<file path="config.mk">
export PLATFORM = sky130hd
export DESIGN_NAME = vchip_alu_sequencer
export DESIGN_NICKNAME = d
export VERILOG_FILES = /design/src/rtl/vchip_alu_sequencer.sv
export SDC_FILE = /design/constraint.sdc
export NUM_CORES = 1
export LEC_CHECK = 0
export BUFFER_PORTS_ARGS = -buffer_cell sky130_fd_sc_hd__buf_2
export CELL_PAD_IN_SITES_DETAIL_PLACEMENT = 0
export CELL_PAD_IN_SITES_GLOBAL_PLACEMENT = 1
export CORE_MARGIN = 3
export CORE_UTILIZATION = 31
export CTS_CLUSTER_DIAMETER = 200
export DETAILED_ROUTE_END_ITERATION = 8
export PLACE_DENSITY = 0.82
export SLEW_MARGIN = 0
export SYNTH_ARGS = -nofsm -noshare
export SYNTH_HDL_FRONTEND = slang
export SYNTH_SLANG_ARGS = --single-unit
</file>
<file path="constraint.sdc">
create_clock -name clk -period 1.9 [get_ports clk]
set_clock_uncertainty 0.1 [all_clocks]
set_input_delay 0.285 -clock clk [delete_from_list [all_inputs] [get_ports clk]]
set_output_delay 0.285 -clock clk [all_outputs]
set_load 0.03 [all_outputs]
</file>
<file path="src/rtl/vchip_alu_sequencer.sv">
// vchip_alu_sequencer
//   Bus master in front of the verichip ALU register block. For each request
//   it writes the operands and the command, lets the chip execute for one
//   cycle, reads back status and the ALU result, and returns them on a
//   response handshake.
//
//   Optional build macro: VCHIP_SEQ_INT_CLR_EN. When defined, any interrupt
//   bit seen in the status read is cleared on the chip before the response.
//
// Ports
//   clk, rst              : clock, synchronous active-high reset
//   req_valid/req_ready   : request handshake; req_op, req_keep, req_left, req_right
//   rsp_valid/rsp_ready   : response handshake; rsp_result, rsp_state, rsp_int, rsp_err
//   chip_select, address, byte_en, rw_ (1 = read), wr_data : chip register bus
//   rd_data               : combinational read data from the chip
//
// state   | meaning
// IDLE    | waiting for a request, req_ready high
// WR_LFT  | writing left operand (0x10)
// WR_RGT  | writing right operand (0x14)
// WR_CMD  | writing command with valid bit (0x08)
// WAIT    | bus idle while the chip executes
// RD_STA  | reading status (0x04)
// CLR_INT | clearing int2/int1 in status (macro builds only)
// RD_ALU  | reading ALU result (0x18)
// RESP    | response held until rsp_ready
module vchip_alu_sequencer #(
  parameter int ADDR_W = 7,
  parameter int DATA_W = 16
) (
  input  logic              clk,
  input  logic              rst,
  input  logic              req_valid,
  output logic              req_ready,
  input  logic [3:0]        req_op,
  input  logic              req_keep,
  input  logic [DATA_W-1:0] req_left,
  input  logic [DATA_W-1:0] req_right,
  output logic              rsp_valid,
  input  logic              rsp_ready,
  output logic [DATA_W-1:0] rsp_result,
  output logic [3:0]        rsp_state,
  output logic [1:0]        rsp_int,
  output logic              rsp_err,
  output logic              chip_select,
  output logic [ADDR_W-1:0] address,
  output logic [1:0]        byte_en,
  output logic              rw_,
  output logic [DATA_W-1:0] wr_data,
  input  logic [DATA_W-1:0] rd_data
);

  localparam logic [ADDR_W-1:0] A_STA = ADDR_W'(8'h04);
  localparam logic [ADDR_W-1:0] A_CMD = ADDR_W'(8'h08);
  localparam logic [ADDR_W-1:0] A_LFT = ADDR_W'(8'h10);
  localparam logic [ADDR_W-1:0] A_RGT = ADDR_W'(8'h14);
  localparam logic [ADDR_W-1:0] A_ALU = ADDR_W'(8'h18);

  typedef enum logic [3:0] {
    IDLE,
    WR_LFT,
    WR_RGT,
    WR_CMD,
    WAIT,
    RD_STA,
`ifdef VCHIP_SEQ_INT_CLR_EN
    CLR_INT,
`endif
    RD_ALU,
    RESP
  } state_t;

  state_t            state, nxt;
  logic [3:0]        op_q;
  logic [DATA_W-1:0] left_q, right_q;
  logic [3:0]        op_src;
  logic [DATA_W-1:0] left_src;

  assign req_ready = (state == IDLE) && !rst;

  // Bus outputs are loaded from the next state, so on the accept edge the
  // request fields are not yet in the holding registers; use them directly.
  assign op_src   = (state == IDLE) ? req_op   : op_q;
  assign left_src = (state == IDLE) ? req_left : left_q;

  always_comb begin
    nxt = state;
    case (state)
      IDLE:    if (req_valid) nxt = req_keep ? WR_CMD : WR_LFT;
      WR_LFT:  nxt = WR_RGT;
      WR_RGT:  nxt = WR_CMD;
      WR_CMD:  nxt = WAIT;
      WAIT:    nxt = RD_STA;
`ifdef VCHIP_SEQ_INT_CLR_EN
      RD_STA:  nxt = (rd_data[9:8] != 2'b00) ? CLR_INT : RD_ALU;
      CLR_INT: nxt = RD_ALU;
`else
      RD_STA:  nxt = RD_ALU;
`endif
      RD_ALU:  nxt = RESP;
      RESP:    if (rsp_ready) nxt = IDLE;
      default: nxt = IDLE;
    endcase
  end

  always_ff @(posedge clk) begin
    if (rst) begin
      state       <= IDLE;
      op_q        <= '0;
      left_q      <= '0;
      right_q     <= '0;
      rsp_valid   <= 1'b0;
      rsp_result  <= '0;
      rsp_state   <= '0;
      rsp_int     <= '0;
      rsp_err     <= 1'b0;
      chip_select <= 1'b0;
      address     <= '0;
      byte_en     <= 2'b00;
      rw_         <= 1'b1;
      wr_data     <= '0;
    end else begin
      state <= nxt;
      if (state == IDLE && req_valid) begin
        op_q    <= req_op;
        left_q  <= req_left;
        right_q <= req_right;
      end
      if (state == RD_STA) begin
        rsp_state <= rd_data[3:0];
        rsp_int   <= rd_data[9:8];
        rsp_err   <= (rd_data[3:0] != 4'h1);
      end
      if (state == RD_ALU) rsp_result <= rd_data;
      rsp_valid <= (nxt == RESP);

      chip_select <= 1'b0;
      address     <= '0;
      byte_en     <= 2'b00;
      rw_         <= 1'b1;
      wr_data     <= '0;
      case (nxt)
        WR_LFT: begin
          chip_select <= 1'b1; address <= A_LFT; byte_en <= 2'b11; rw_ <= 1'b0;
          wr_data     <= left_src;
        end
        WR_RGT: begin
          chip_select <= 1'b1; address <= A_RGT; byte_en <= 2'b11; rw_ <= 1'b0;
          wr_data     <= right_q;
        end
        WR_CMD: begin
          chip_select <= 1'b1; address <= A_CMD; byte_en <= 2'b11; rw_ <= 1'b0;
          wr_data     <= {1'b1, {(DATA_W-5){1'b0}}, op_src};
        end
        RD_STA: begin
          chip_select <= 1'b1; address <= A_STA;
        end
`ifdef VCHIP_SEQ_INT_CLR_EN
        CLR_INT: begin
          // Write-one-to-clear on int2/int1, upper byte lane only.
          chip_select <= 1'b1; address <= A_STA; byte_en <= 2'b10; rw_ <= 1'b0;
          wr_data     <= DATA_W'(16'h0300);
        end
`endif
        RD_ALU: begin
          chip_select <= 1'b1; address <= A_ALU;
        end
        default: ;
      endcase
    end
  end

endmodule

</file>
## Word-level counts from Yosys, hierarchy flattened

Cells that the tools add are included.

- Flip-flop bits (word level): 91
- Input port bits: 57
- Output and inout port bits: 52
- Word-level logic and storage cells: 45

- Eq/ne operators: 14
- Muxes and demuxes: 11
- Reductions and logical operators: 6

Operator list:

| cell | count |
|---|---|
| 16-bit one-hot mux with 3 select lines | 1 |
| 4-bit one-hot mux with 8 select lines | 1 |
| 4-bit by 3-bit == test with 1-bit output (second input constant) | 7 |
| 5-bit one-hot mux with 5 select lines | 1 |
| 4-bit by 2-bit == test with 1-bit output (second input constant) | 4 |
| 16-bit 2-to-1 mux | 1 |
| 4-bit 2-to-1 mux | 3 |
| 4-bit by 1-bit == test with 1-bit output (second input constant) | 2 |
| 5-bit OR reduction | 1 |
| 4-bit logical NOT | 1 |
| 2-bit 2-to-1 mux | 2 |
| 4-bit by 1-bit != test with 1-bit output (second input constant) | 1 |
| 3-bit OR reduction | 1 |
| 1-bit logical AND | 2 |
| 1-bit 2-to-1 mux | 2 |
| 1-bit logical NOT | 1 |

## Logic depth before layout (Yosys ltp)

Gate-level depths: netlist (run 1).

- Depth in word-level cells: 6
- Gate-level depth with buffers: 8
- Mapped depth without buffers: 5

## Worst setup path before layout (run 1)

OpenSTA, ideal clock, no wires.

- Path kind: reg-to-reg
- From: register state[3]
- To: register wr_data[0]
- Setup time: 0.117 ns
- Arrival: 1.723 ns
- Data required time: 1.683 ns
- Path slack: -0.040 ns
- Cell stages (with the launch flop): 5
- Path buffers: 1
- Period minus slack after synthesis: 1.940 ns
- Cells stage by stage: dfxtp_1 buf_6 nor4_4 mux4_1 a32o_1

- Longest elaborated chain between the ends: 4
- Elaborated cells between the ends (all ways): 17
- Those cells by class: eq/ne: 10; mux: 6; reduce/logical: 1

RTL lines:

| item | RTL line | RTL |
|---|---|---|
| start, declared | 73 | `state_t state, nxt;` |
| start signal, assigned | 123 | `state <= nxt;` |
| 4-bit by 3-bit == test with 1-bit output, or another cell as far along | 88 | `case (state)` |
| 4-bit one-hot mux with 8 select lines | 88 |  |
| 4-bit by 2-bit == test with 1-bit output / 4-bit by 1-bit == test with 1-bit output (equally long branches) | 142 | `case (nxt)` |
| 16-bit one-hot mux with 3 select lines (*) | 142 |  |
| end signal, assigned | 145 | `wr_data <= left_src;` |
| end signal, assigned | 149 | `wr_data <= right_q;` |
| end signal, assigned | 153 | `wr_data <= {1'b1, {(DATA_W-5){1'b0}}, op_src};` |
| end, declared | 49 | `output logic [DATA_W-1:0] wr_data,` |

Every way passes the cells marked *; elsewhere a longest branch is shown, timed or not.
A chain may end at the register's enable or synchronous reset.

## Worst setup path after layout (run 1)

- From: register state[3]
- To: output req_ready

- Longest elaborated chain between the ends: 2

RTL lines:

| item | RTL line | RTL |
|---|---|---|
| 4-bit logical NOT | 79 | `assign req_ready = (state == IDLE) && !rst;` |
| 1-bit logical AND | 79 |  |
| end, declared | 34 | `output logic req_ready,` |

No other way between the ends.

==> flow_metrics.tcl, run 1 <==
set metrics [dict create \
    rsz0062_at_grt "true" \
    io_pins 109 \
    status "complete, but fails checks" \
    cts-root-buf "clkbuf_8" \
    routed_wl_um 7894 \
    end_kind "output pin" \
    syn2layout_area_growth_pct 34.84 \
    r2r_cells 5 \
    fmax_ghz 0.5222 \
    dp.final_hpwl_um 5395 \
    r2r_slack_ns 0.04 \
    critPathArrivalTime_ns 1.53 \
    yosysMostFrequentCell "nand2_1" \
    cts_tree "yes" \
    antenna_found_initial 0 \
    grt_pass1_wl_um 11960 \
    synthXorXnorAreaFrac_pct 0.3037 \
    synth_ff_type "dfxtp_1" \
    cap_violations 0 \
    die_area_mm2 0.01050 \
    grt_pass1_vias 2497 \
    post_drt_wl_per_cell_um 14.38 \
    synthTopCellsByArea "dfxtp_1 (52%), nand2_1 (11%), a21oi_1 (7.8%)" \
    nets 493 \
    fillers 901 \
    route.detailed.drc 0 \
    finalNonFillerCells 549 \
    synthAdderAreaFrac_pct 0 \
    core_mm2 0.008891 \
    r2r-end "wr_data[1]" \
    place_congestion 0.8246 \
    yosys.area.top_type "dfxtp_1" \
    pre_cts_slack_ns -0.08474 \
    vias 2593 \
    synth_top_family_by_area "simple AND/OR/NAND/NOR gates" \
    rows 34 \
    die_w_um 102.5 \
    synth_common_cells "nand2_1 (86), dfxtp_1 (75), a21oi_1 (45)" \
    drt_iter0_drc 71 \
    final_antenna_net_count 0 \
    cp-start-kind "flip-flop" \
    synth-seq-area-share_pct 52.06 \
    peakVddDrop_mv 0.2810 \
    synth-edff-count 0 \
    gr-total-overflow 0 \
    crit_end "req_ready" \
    synth_compound_area_share_pct 14.32 \
    clk_pin_slew_ns 0.08 \
    hold_path_class "in -> reg" \
    cts_made_buffers 9 \
    clkSinkCount 75 \
    finalWorstSetupSlack_ns -0.01507 \
    start_util_pct 32.44 \
    synthesis.area_mm2 0.002884 \
    clk_latency_ns 0.34 \
    yosysUniqueCellTypes 34 \
    ctsHtreeMaxLevel 3 \
    die-height_um 102.5 \
    dr.pass1.iters 4 \
    yosysWarnings 0 \
    min_period_over_period_pct 100.8 \
    syn_avg_cell_area_um2 8.929 \
    synth-seq-cells 75 \
    place_inst 525 \
    grtUsageTotal_pct 14.91 \
    setup_viol 1 \
    yosys.area.top_type_share_pct 52.06 \
    port_buffers 104 \
    final-seq-area_mm2 0.001514 \
    startpoint "state[3]" \
    leakagePower_nw 1.672 \
    synth_cells 323 \
    yosys.area_share.simple_pct 19.13 \
    drv_slew 0 \
    drive_gt1_share_pct 37.87 \
    multi_input_area_mm2 0.001217 \
    r2r-start "state[3]" \
    insertedDiodeCount 0 \
    crit_fanout 4 \
    vias_per_cell 4.723 \
    clock_tree.buffer_depth 2 \
    grt_max_degree 47 \
    min_period_ns 1.915 \
    p_per_area_mw_per_mm2 894.6 \
    violations "negative setup slack" \
    required_ns 1.51 \
    finalHoldViolCount 0 \
    async_flop_share_pct 0 \
    synthMuxAreaShare_pct 6.811 \
    critPathKind "reg -> out" \
]
==> power by group <==
group | internal [mW] | switching, mW
combinational | 0.164 | 0.208
sequential | 1.61 | 0.0234
clock | 0.878 | 0.595
==> state kept, by name, indices dropped and copies added, names as in the netlist, 2 cells and up <==
register and count:
rsp_result 16, rsp_int 2, state 4, right_q 16, address 3, rsp_state 4
wr_data 16, left_q 5, op_q 4
==> kinds of logic (layout without fill, tap and decap cells) <==
| logic type | Yosys count | in the layout |
|---|---|---|
| flip-flops | 75 | 75 |
| AO/OA/AOI/OAI | 70 | 70 |
| AND/OR/NAND/NOR | 129 | 129 |
| other | 1 | 5 |
| XOR/XNOR | 1 | 1 |
| buffers and inverters | 34 | 148 |
| multiplexers | 13 | 13 |
==> cell type report <==
type                    instances  share of cell area, %
clock buffers                  10                  3.282
clock inverters                 6                  2.896
inverters                       2                 0.1931
multi-input cells             218                  31.31
flip-flops and latches         75                  38.93
well taps                     108                  3.475
repair buffers                130                  19.92
==> metal layers <==
layer | GRT usage, % | up-vias | routed length [um]
met2 | 23.78 | 93 | 3659
li1 | - | 1295 | -
met1 | 18.55 | 1191 | 3587
met4 | 6.458 | 0 | 197
met5 | 0 | - | 0
met3 | 4.642 | 14 | 451
==> cell usage in the layout, fill, tap and decap left out, types with 3 or more instances in the layout <==
cell,netlist,final
buf_12,0,3
mux2i_1,8,8
buf_4,8,19
bufinv_16,0,3
mux4_2,0,4
buf_2,5,103
nor2_1,23,22
and2_1,3,3
nand2_1,86,85
buf_6,6,5
dfxtp_4,0,3
clkbuf_8,0,9
a21oi_1,45,45
nor3_1,3,3
conb_1,1,5
a32o_1,4,4
a22oi_1,11,11
dfxtp_1,75,71
==> how the worst min path moves through the flow <==
stage	startpoint	end	cells past startpoint
6_report	req_right[1]	right_q[1]	3
3_5_place_dp	rsp_result[11]	rsp_result[11]	2
3_3_place_gp	op_q[1]	op_q[1]	2
5_1_grt	rd_data[15]	rsp_result[15]	3
2_1_floorplan	req_left[0]	left_q[0]	2
4_1_cts	rd_data[15]	rsp_result[15]	3
==> what timing repair did <==
action,in CTS,in global routing
hold endpoints to repair,0,0
hold buffers,0,0
endpoints found under the setup margin,5,6
setup buffers,5,3
pin swaps,1,8
resized for setup,10,18
==> stage by stage <==
step           area [um^2]  power [mW]  TNS (ns)  hold WS, ns  utilization, %
3_3_place_gp          3532       2.001         0       0.3388           39.73
5_1_grt               3889       3.627   -0.1892      0.04999           43.74
2_1_floorplan         2899       1.881   -0.1205       0.3210               -
6_report              3889       3.479  -0.01507      0.07278           43.74
4_1_cts               3832       3.502  -0.04018      0.05301           43.10
3_5_place_dp          3532       2.006  -0.09992       0.3463           39.73
==> worst max-delay path: stages (launching register included) <==
cell	delay, ns
dfxtp_4	0.37
nor4_4	0.28
buf_4	0.17
buf_6	0.10
nor2b_4	0.13
buf_6	0.13
Power figures use the tool's default switching activity.
==> inputs of run 2 (changes only) <==
--- a/config.mk
+++ b/config.mk
@@ -12,7 +12,7 @@
 export CORE_UTILIZATION = 31
 export CTS_CLUSTER_DIAMETER = 200
 export DETAILED_ROUTE_END_ITERATION = 8
-export PLACE_DENSITY = 0.82
+export PLACE_DENSITY_LB_ADDON = 0.08
 export SLEW_MARGIN = 0
 export SYNTH_ARGS = -nofsm -noshare
 export SYNTH_HDL_FRONTEND = slang
==> run 2 against run 1 <==
The flow now finishes without violations. Critical endpoint unchanged. Hold slack worse by 0.00051 ns. Sequential share of layout area up 0.64 points. Setup slack better by 0.089 ns. Fmax up 4.9%. Core utilization down 0.84 points. Combinational power down 8.3%. Sequential power about the same. Cell count down 0.91%. First-iteration DRC count down 13%. Clock power about the same.
==> flow_metrics.tcl, run 2 (synthesized netlist as in run 1, its figures left out) <==
set metrics [dict create \
    status "completed" \
    clkPwrFrac_pct 42.5 \
    grt_pass1_vias 2356 \
    drive_gt1_share_pct 35.55 \
    power.switching_uw 813.4 \
    crit_slowest_cell "dfxtp_4" \
    drt_iter0_drc 62 \
    crit_family "simple AND/OR/NAND/NOR gates" \
    cts-root-buf "clkbuf_8" \
    syn2layout_area_growth_pct 32.23 \
    cts_tree "yes" \
    place_inst 525 \
    gr-total-overflow 0 \
    die_area_mm2 0.01050 \
    switching_share_pct 23.63 \
    core_mm2 0.008891 \
    path_cells "nor4_4 > buf_6 > nor2b_4 > buf_6" \
    finalNonFillerCells 544 \
    insertedDiodeCount 0 \
    worst_pin_slew_ns 0.6032 \
    nets 488 \
    ctsHtreeMaxLevel 3 \
    max_slew_margin_pct 59.79 \
    total_power_mw 3.443 \
    antenna_found_initial 0 \
    dr.pass1.iters 4 \
    grt_max_degree 31 \
    setup_viol 0 \
    p_per_area_mw_per_mm2 902.7 \
    cp-start-kind "flip-flop" \
    vias 2533 \
    cap_violations 0 \
    leakagePower_nw 1.656 \
    seqPwrFrac_pct 47.5 \
    p_int_mw 2.629 \
    finalHoldViolCount 0 \
    final_antenna_net_count 0 \
    die_w_um 102.5 \
    post_drt_wl_per_cell_um 13.79 \
    routed_wl_um 7501 \
    min_period_ns 1.826 \
    rows 34 \
    end_kind "output pin" \
    route.detailed.drc 0 \
    fin_tns_setup_ns 0 \
    drv_slew 0 \
    clk_pin_slew_ns 0.08 \
    path_common_cell "buf_6" \
    crit_fanout 7 \
    port_buffers 104 \
    clk_latency_ns 0.34 \
    peakVddDrop_mv 0.3584 \
    io_pins 109 \
    place_congestion 0.7960 \
    crit_buf_inv 2 \
    reg_top3 "right_q: 16 flops, rsp_result: 16 flops, wr_data: 16 flops" \
    cts_made_buffers 9 \
    grtUsageTotal_pct 14.42 \
    critical_path.max_stage_delay_ns 0.38 \
    critPathArrivalTime_ns 1.44 \
    fin_hold_ws_ns 0.07227 \
    final_cell_mix "buf_2 (103), nand2_1 (86), dfxtp_1 (71)" \
    grt_pass1_wl_um 11630 \
    holdBufCountCts 0 \
    finish.instance_area_mm2 0.003814 \
    place_area_mm2 0.003520 \
    p_comb_share_pct 9.9 \
    start_util_pct 32.44 \
    dp.final_hpwl_um 5393 \
    min_period_over_period_pct 96.11 \
    final_common_cell "buf_2" \
    hold_path_class "in -> reg" \
    fmax_ghz 0.5476 \
    critPathKind "reg -> out" \
    clock_tree.buffer_depth 2 \
    clkSinkCount 75 \
    die-height_um 102.5 \
    required_ns 1.51 \
    fillers 944 \
    vias_per_cell 4.656 \
]
==> run 2: power by group through the flow <==
stage                     Combinational [mW]  Sequential (mW)  Clock, mW
final                                  0.341             1.64       1.46
after detailed placement               0.332             1.68          0
after floorplan                        0.191             1.69          0
after global routing                   0.377             1.64       1.58
after global placement                 0.331             1.67          0
after CTS                              0.338             1.64       1.52
==> run 2: stage by stage <==
step                      setup WS (ns)  utilization [%]
after floorplan                -0.04016                -
after global routing           -0.01236            42.89
after global placement         -0.01088            39.59
after CTS                     -0.009253            42.49
final                           0.07399            42.89
after detailed placement       -0.06785            39.59
==> run 2: layout make-up <==
cell class | count | area [um^2] | area share, %
sequential | 75 | 1509 | 39.57
tap | 108 | 135.1 | 3.543
clock buffer | 9 | 123.9 | 3.248
timing repair buffer | 125 | 713.2 | 18.70
multi-input combinational | 218 | 1209 | 31.69
clock inverter | 7 | 116.4 | 3.051
inverter | 2 | 7.507 | 0.1969
==> run 2: routing by layer <==
layer  share of wire (%)  GRT usage [%]
met5                   0              0
met4                 2.1          7.064
met1                  46          18.90
met2                  46          22.34
met3                 5.3          3.276
==> run 2: final timing paths <==
path	startpoint	to	slack, ns	cells past startpoint
max	state[1]	req_ready	0.07	4
min reg2reg	op_q[1]	op_q[1]	0.35	2
max reg2reg	state[2]	wr_data[3]	0.09	5
min	rd_data[6]	rsp_result[6]	0.07	3
==> run 2: worst reg2reg max path: stages (launching register included) <==
cell and delay [ns]:
dfxtp_2 0.40, nor2b_2 0.19, o211ai_1 0.13, o21ai_2 0.11
mux4_1 0.56, a32o_1 0.22
==> run 2: repair_timing <==
action	4_1_cts	5_1_grt
setup buffers	1	2
gates resized for setup	5	7
cloned	0	0
pin swaps	0	1
setup endpoints to repair	5	6
==> inputs of run 3 (changes only) <==
--- a/config.mk
+++ b/config.mk
@@ -5,11 +5,12 @@
 export SDC_FILE = /design/constraint.sdc
 export NUM_CORES = 1
 export LEC_CHECK = 0
+export ABC_AREA = 1
 export BUFFER_PORTS_ARGS = -buffer_cell sky130_fd_sc_hd__buf_2
 export CELL_PAD_IN_SITES_DETAIL_PLACEMENT = 0
 export CELL_PAD_IN_SITES_GLOBAL_PLACEMENT = 1
 export CORE_MARGIN = 3
-export CORE_UTILIZATION = 31
+export CORE_UTILIZATION = 33
 export CTS_CLUSTER_DIAMETER = 200
 export DETAILED_ROUTE_END_ITERATION = 8
 export PLACE_DENSITY_LB_ADDON = 0.08
==> run 3 against run 2 <==
Combinational power increased by 48%. Non-clock buffer count decreased by 7. Final area increased by 17%. Synthesized cell count increased by 39%. Total power increased by 6.4%. Critical endpoint unchanged. Largest power group unchanged.
==> flow_metrics.tcl, run 3 <==
set metrics [dict create \
    status "completed" \
    r2r-end "wr_data[0]" \
    crit_slowest_cell "dfxtp_2" \
    clkSinkCount 86 \
    r2r_slack_ns 0.17 \
    cap_violations 0 \
    synth_cells 450 \
    r2r-start "state[1]" \
    fillers 1106 \
    total_power_mw 3.663 \
    syn_avg_cell_area_um2 7.947 \
    final_antenna_net_count 0 \
    ctsHtreeMaxLevel 3 \
    core_mm2 0.01042 \
    nets 608 \
    rsz0062_at_grt "false" \
    hold_path_class "in -> reg" \
    yosys.area.top_type_share_pct 48.15 \
    route.detailed.drc 0 \
    synthesis.area_mm2 0.003576 \
    holdPathStages 3 \
    min_period_ns 1.830 \
    cp-start-kind "flip-flop" \
    dr.pass1.iters 4 \
    grt_pass1_vias 3001 \
    syn2layout_area_growth_pct 24.39 \
    vias 3070 \
    die_w_um 110.1 \
    required_ns 1.51 \
    hp-start "rd_data[6]" \
    path_cells "nor2_4 > nand2_1 > buf_12 > nor2_1 > buf_4" \
    drive_gt1_share_pct 33.63 \
    start_util_pct 34.33 \
    final-seq-area_mm2 0.001725 \
    insertedDiodeCount 0 \
    synth-seq-area-share_pct 48.15 \
    max_slew_margin_pct 66.12 \
    cts-root-buf "clkbuf_8" \
    setup_viol 0 \
    synth-seq-cells 86 \
    io_pins 109 \
    drv_slew 0 \
    post_drt_wl_per_cell_um 13.34 \
    synth_common_cells "dfxtp_1 (86), nor2_1 (54), o21ai_0 (53)" \
    critPathKind "reg -> out" \
    dp.final_hpwl_um 6623 \
    grt_max_degree 52 \
    multi_input_area_mm2 0.001489 \
    rows 37 \
    async_flop_share_pct 0 \
    clk_latency_ns 0.35 \
    place_congestion 0.7730 \
    vias_per_cell 4.436 \
    end_kind "output pin" \
    startpoint "state[3]" \
    cts_made_buffers 9 \
    die_area_mm2 0.01212 \
    min_period_over_period_pct 96.33 \
    grtUsageTotal_pct 15.78 \
    antenna_found_initial 0 \
    crit_family "simple AND/OR/NAND/NOR gates" \
    final_cell_mix "buf_2 (103), dfxtp_1 (83), nor2_1 (54)" \
    final_common_cell "buf_2" \
    clk_pin_slew_ns 0.10 \
    synth-edff-count 0 \
    hold_end "rsp_result[6]" \
    crit_fanout 21 \
    port_buffers 104 \
    critPathArrivalTime_ns 1.45 \
    routed_wl_um 9228 \
    yosysUniqueCellTypes 31 \
    yosysWarnings 0 \
    synthTopCellsByArea "dfxtp_1 (48%), o21ai_0 (7.4%), a21oi_1 (5.7%)" \
    peakVddDrop_mv 0.3711 \
    die-height_um 110.1 \
    grt_pass1_wl_um 14730 \
    holdBufCountCts 0 \
    clock_tree.buffer_depth 2 \
    yosysMostFrequentCell "dfxtp_1" \
    crit_buf_inv 2 \
    synth_ff_type "dfxtp_1" \
    cts_tree "yes" \
    fmax_ghz 0.5464 \
    critical_path.max_stage_delay_ns 0.35 \
    gr-total-overflow 0 \
    r2r_cells 10 \
    leakagePower_nw 2.079 \
    drt_iter0_drc 127 \
    p_per_area_mw_per_mm2 823.4 \
    yosys.area.top_type "dfxtp_1" \
    fin_tns_setup_ns 0 \
    finalHoldViolCount 0 \
    worst_pin_slew_ns 0.5076 \
]
run 3: per-layer routing:
layer | track usage, % | part of all wire, % | up-vias | wire, um
met2 | 23.66 | 43 | 69 | 3986
met4 | 3.958 | 0.73 | 0 | 67
met5 | 0 | 0 | - | 0
met3 | 4.659 | 5.4 | 7 | 495
li1 | - | - | 1639 | -
met1 | 22.22 | 51 | 1355 | 4680
run 3: worst max-delay path by stage:
stage | depth (start not counted) | slack [ns] | endpoint
floorplan | 4 | 0.31 | req_ready
global placement | 7 | 0.19 | chip_select
detailed placement | 8 | 0.16 | wr_data[6]
CTS | 5 | 0.02 | req_ready
global route | 11 | 0.007 | wr_data[6]
finish | 5 | 0.07 | req_ready
run 3: area by class of cell:
type	instances	share of cell area (%)
inverter	54	4.669
tap	136	3.826
multi-input combinational	282	33.47
clock inverter	6	1.181
clock buffer	10	3.094
sequential	86	38.79
timing repair buffer	118	14.96
run 3: cell families (layout without fill, tap and decap cells):
family                 count (synthesis)  count (layout)  synth area share, %
flip-flops                            86              86                48.15
multiplexers                          11              11                3.464
AO/OA/AOI/OAI                        111             111                16.62
other                                  1               5               0.1049
AND/OR/NAND/NOR                      155             155                20.64
buffers and inverters                 86             188                11.02
run 3: worst register-to-register path, delay by kind of cell (launching register included):
family                 cells  cell delay [ns]
buffers and inverters      3             0.29
and+or+nand+nor            7             0.89
DFF                        1             0.37
run 3: report_power, final:
group          internal (mW)  leakage [nW]  switching (mW)
clock network          0.532        0.0978           0.697
logic                  0.195          1.28           0.311
registers               1.89         0.702          0.0417
total                   2.61          2.08            1.05
run 3: per-stage QoR:
| stage | utilization [%] | std cells | setup slack [ns] | cell area, um^2 | hold WS, ns |
|---|---|---|---|---|---|
| after floorplan | - | 454 | 0.3088 | 3591 | 0.2643 |
| after global placement | 40.28 | 672 | 0.1943 | 4195 | 0.3267 |
| after detailed placement | 40.28 | 672 | 0.1599 | 4195 | 0.3356 |
| after CTS | 42.32 | 690 | 0.01891 | 4408 | 0.02111 |
| after global routing | 42.70 | 692 | 0.007096 | 4448 | 0.02339 |
| final | 42.70 | 692 | 0.06975 | 4448 | 0.04045 |
run 3: timing repair:
item | CTS | global route
pin swaps | 2 | 2
setup endpoints to repair | 1 | 17
resized for setup | 2 | 4
setup buffers | 2 | 2
